[src/rtl/jam_cost_loader.sv]
// jam_cost_loader: streams an 8x8 cost matrix into a register file and serves
// registered (W,J) lookups for the JAM. Optional row-minimum lower bound.
//
// Ports:
//   CLK, RST (async, active-low)
//   in_valid/in_ready/in_data : row-major cost stream (entry k = worker k/8, job k%8)
//   clear                     : discard the table and restart the load
//   W, J                      : lookup address; Cost is table[W][J] one cycle later
//   table_ready               : all 64 entries loaded
//   LowerBound                : sum of the row minima while table_ready (else 0)
// Build option: define JAM_COST_LB_EN to compile in the row-minimum accumulator;
// without it LowerBound is tied to 0.
module jam_cost_loader #(
  parameter int CW = 7
) (
  input  logic          CLK,
  input  logic          RST,
  input  logic          in_valid,
  output logic          in_ready,
  input  logic [CW-1:0] in_data,
  input  logic          clear,
  input  logic [2:0]    W,
  input  logic [2:0]    J,
  output logic [CW-1:0] Cost,
  output logic          table_ready,
  output logic [9:0]    LowerBound
);

  typedef enum logic {
    LOAD  = 1'b0,
    SERVE = 1'b1
  } state_t;

  state_t        state;
  state_t        state_n;
  logic          xfer;
  logic [5:0]    wptr;
  logic [CW-1:0] mem [64];

  always_ff @(posedge CLK or negedge RST) begin
    if (!RST) state <= LOAD;
    else      state <= state_n;
  end

  always_comb begin
    state_n  = state;
    in_ready = 1'b0;
    xfer     = 1'b0;
    unique case (state)
      LOAD: begin
        in_ready = !clear;
        xfer     = in_valid && !clear;
        if (xfer && wptr == 6'd63) state_n = SERVE;
      end
      SERVE: begin
        if (clear) state_n = LOAD;
      end
    endcase
  end

  assign table_ready = (state == SERVE);

  always_ff @(posedge CLK or negedge RST) begin
    if (!RST)      wptr <= '0;
    else if (clear) wptr <= '0;
    else if (xfer)  wptr <= wptr + 6'd1;
  end

  // Storage is deliberately not reset; Cost masks it outside SERVE.
  always_ff @(posedge CLK) begin
    if (xfer) mem[wptr] <= in_data;
  end

  // A clear in SERVE already zeroes Cost on the edge that leaves SERVE.
  always_ff @(posedge CLK or negedge RST) begin
    if (!RST)
      Cost <= '0;
    else if (state == SERVE && !clear)
      Cost <= mem[{W, J}];
    else
      Cost <= '0;
  end

`ifdef JAM_COST_LB_EN
  logic [CW-1:0] row_min;
  logic [CW-1:0] row_lo;
  logic [9:0]    acc;

  assign row_lo = (in_data < row_min) ? in_data : row_min;

  always_ff @(posedge CLK or negedge RST) begin
    if (!RST) begin
      row_min <= '0;
      acc     <= '0;
    end else if (clear) begin
      row_min <= '0;
      acc     <= '0;
    end else if (xfer) begin
      if (wptr[2:0] == 3'd0) row_min <= in_data;
      else                   row_min <= row_lo;
      // j==0 and j==7 never coincide, so row_lo is the true row minimum here.
      if (wptr[2:0] == 3'd7)
        acc <= acc + {{(10-CW){1'b0}}, row_lo};
    end
  end

  assign LowerBound = table_ready ? acc : 10'd0;
`else
  assign LowerBound = 10'd0;
`endif

endmodule

[config.mk]
export PLATFORM = sky130hd
export DESIGN_NAME = jam_cost_loader
export DESIGN_NICKNAME = d
export VERILOG_FILES = /design/src/rtl/jam_cost_loader.sv
export SDC_FILE = /design/constraint.sdc
export NUM_CORES = 1
export LEC_CHECK = 0
export CAP_MARGIN = 30
export CORE_UTILIZATION = 25
export DETAILED_ROUTE_END_ITERATION = 6
export GPL_TIMING_DRIVEN = 0
export SYNTH_ARGS = -nofsm -noshare
export SYNTH_HDL_FRONTEND = slang
export SYNTH_SLANG_ARGS = --single-unit
[constraint.sdc]
create_clock -name CLK -period 2.27 [get_ports CLK]
set_input_delay 0.681 -clock CLK [delete_from_list [all_inputs] [get_ports CLK]]
set_output_delay 0.681 -clock CLK [all_outputs]
set_load 0.02 [all_outputs]
==> metrics.txt <==
vias in the first global route=9,025; row cnt=98; Post-synth top flop=edfxtp_1; largest area contributor in the netlist=edfxtp_1; static leakage=6.836 nW; critical path depth=5; core area=71,730 um^2; Area growth syn-to-layout=20.97%; Worst EP arrival=2.57 ns; Crit Path Category=primary input to flip-flop; largest net degree at the start of global routing=45; Post-Synth XOR/XNOR Area=0.1926%; minimum clock period=about 2.3 ns; starting density of the core=25.35%; outcome=finished with violations; WHS=0.4913 ns; share of power burned in registers=52.2%; R2R cell count=5; fmax=430.9 MHz; Clock Tree Buf Depth=3; crit start category=primary input; layout cell share with drive strength beyond 1=~34%; top cells by count, synth=edfxtp_1 (448), mux4_2 (108), nor2_1 (76); most common cell in the synthesized netlist=edfxtp_1; Compound-Gate Fraction of Synth Area=1.534%; async set or reset register ratio after synthesis=3.030%; Worst Hold Class=primary input to flip-flop; Nets=970; post-layout util=30.67%; number of synthesized flops with an enable pin=448; mux contribution to synthesized area=16.64%; Synth Instances=roughly 860; worst reg2reg setup slack=0 ns; r2r startpoint=wptr[3]; ant diodes=0; Total GRT Usage=a little under an eighth; clk_skew=0.01566 ns; RSZ-0062 raised after global routing=true; Cell Pwr Density=a little over 800 nW/um^2; drt first pass iters=5; die area=73,830 um^2; routed len/inst=22.76 um; Synthesis Warnings=0; clock sink count=462; Worst Tran Pin Value=about 0.97 ns; Largest stage delay, worst path=0.67 ns; crit path from=in_valid; crit path capture=mem[38][2]; cell internal pwr=14.16 mW; Setup TNS=-1.326 ns; H-tree Lvls=2; Via density=4.573; Hold Fails Final Rpt=0; Sw Ratio=between 20% and 30%; DIE HEIGHT=around 270 um; Clock transition at path regs=0.06 ns; Routed Antenna Nets=0; Clk Latency, worst-skew pair=0.59 ns; dpl ws=-1.519 ns; Gate power share=under 10%; routability congestion estimate=0.8160; post-DP HPWL=29,310 um; CTS tree=done; Max Cap Viol=0; largest family of logic cells by synthesized area=multiplexers; initial antenna violation count=0; grt ovf=0; Slew HR=approximately a third; FF-to-FF End=mem[43][0]; Adder-Cell Fraction of Synth Area=0.06880%; VDD IR max=0.5898 mV; worst setup margin=-0.05084 ns; worst path bufs/invs=1; Crit. End Element=flip-flop; slowest cell on the critical path=clkdlybuf4s50_1; Synth Register Bits=462; net load switching power=3.806 mW; first-pass GRT wire length=63,030 um; violations in the final reports=setup timing; Crit path max-delay family=simple AND/OR/NAND/NOR gates; Setup Viol. Count Final=just under 50; Die Wd=271.7 um; Synth area leaders=edfxtp_1 (74%), mux4_2 (13%), dfrtp_1 (1.9%); syn_area_per_cell=~21 um^2; Iteration-0 DRC Markers=913; Clock Tree Root=clkbuf_16; Seq/Total Area, Yosys=75.90%; TritonCTS buffer count=47; synth unique cells=47; # IOs=36; Max FO, Critical Path=7; clock group share of total power=a little over two fifths; synthesized-area fraction occupied by and/or/nand/nor cells=3.536%; max-slew violation count=0; IO Port Bufs=20; final WL=approximately 44,000 um; mapped cell area=between 15,000 and 20,000 um^2; top-area cell type share of the netlist area=73.97%; residual DRC count=0; fin crit share=102.2%; WP data required=2.52 ns; CP cell instances=clkdlybuf4s50_1 > nand2_1 > nor2_2 > nand3_4 > nor2_4; Via Count=8,862
## routing by layer
layer	GRT usage, %	vias to the layer above	share of wire (%)
li1	-	3746	-
met1	16.72	4709	44
met2	18.62	336	47
met3	2.459	71	6.9
met4	3.164	0	2.5
met5	0	-	0
## tightest hold or removal path: stages
cell	delay [ns]
clkbuf_2	0.16
buf_8	0.15
nor2_1	0.05
## worst min-delay path by stage
stage,startpoint,end,slack [ns],cells past startpoint
3_5_place_dp,wptr[1],wptr[1],0.71,3
4_1_cts,RST,wptr[5],0.55,1
6_report,clear,table_ready,0.49,3
5_1_grt,clear,table_ready,0.50,3
3_3_place_gp,wptr[1],wptr[1],0.68,3
2_1_floorplan,RST,Cost[0],0.39,0
## cells in the final DEF (no fill, tap or decap), types with 5 or more instances in the layout
cell	count
a221o_1	5
clkinv_1	11
dfrtp_1	13
nor2_4	58
edfxtp_1	448
mux2i_1	28
nand2_1	27
clkbuf_2	5
mux2_2	6
clkinv_2	7
clkbuf_16	47
buf_8	5
bufinv_16	5
nor2_1	14
nand3_1	5
conb_1	10
buf_2	10
nand2_4	5
o22ai_1	5
buf_12	15
clkbuf_1	16
clkdlybuf4s50_1	5
mux4_1	9
mux4_2	108
nor2b_1	5
buf_4	23
buf_6	6
## flip-flops by register name (all words and copies together), names as in the netlist
| name | cells |
|---|---|
| wptr | 6 |
| Cost | 7 |
| table_ready | 1 |
| mem | 448 |
## power by group through the flow
stage / Sequential, mW / Combinational [mW] / Clock (mW)
after floorplan: 9.56 / 0.485 / 0
after global placement: 9.58 / 0.840 / 0
after detailed placement: 9.56 / 0.878 / 0
after CTS: 9.37 / 0.913 / 7.78
after global routing: 9.37 / 0.974 / 8.07
final: 9.37 / 0.923 / 7.67
## kinds of logic (layout without fill, tap and decap cells)
logic type                 after synthesis  count (layout)
other                                    1              10
AOI/OAI and AO/OA                       39              39
adders and majority gates                1               1
xor gates and xnor gates                 4               4
muxes                                  152             152
buffers and inverters                   59             175
and+or+nand+nor                        145             145
DFF                                    462             462
## what timing repair did
action,CTS,global route
endpoints found under the setup margin,460,247
hold buffers,0,0
setup buffers,0,3
pin swaps,3,9
gates resized for setup,127,21
## layout make-up
type	instances	area [um^2]
plain buffers	57	485.5
clock buffers	55	1226
clock inverters	30	285.3
fillers	6865	49730
inverters	1	3.754
multi-input cells	351	4624
flip-flops and latches	462	13800
well taps	950	1189
repair buffers	32	381.6
## metrics by stage
stage | total power, mW | cells | area (um^2)
final | 17.97 | 1938 | 22000
after global routing | 18.42 | 1938 | 22000
after CTS | 18.07 | 1934 | 21850
after detailed placement | 10.43 | 1850 | 19930
after global placement | 10.42 | 1842 | 19810
after floorplan | 10.04 | 872 | 18420
Power figures use the tool's default switching activity.
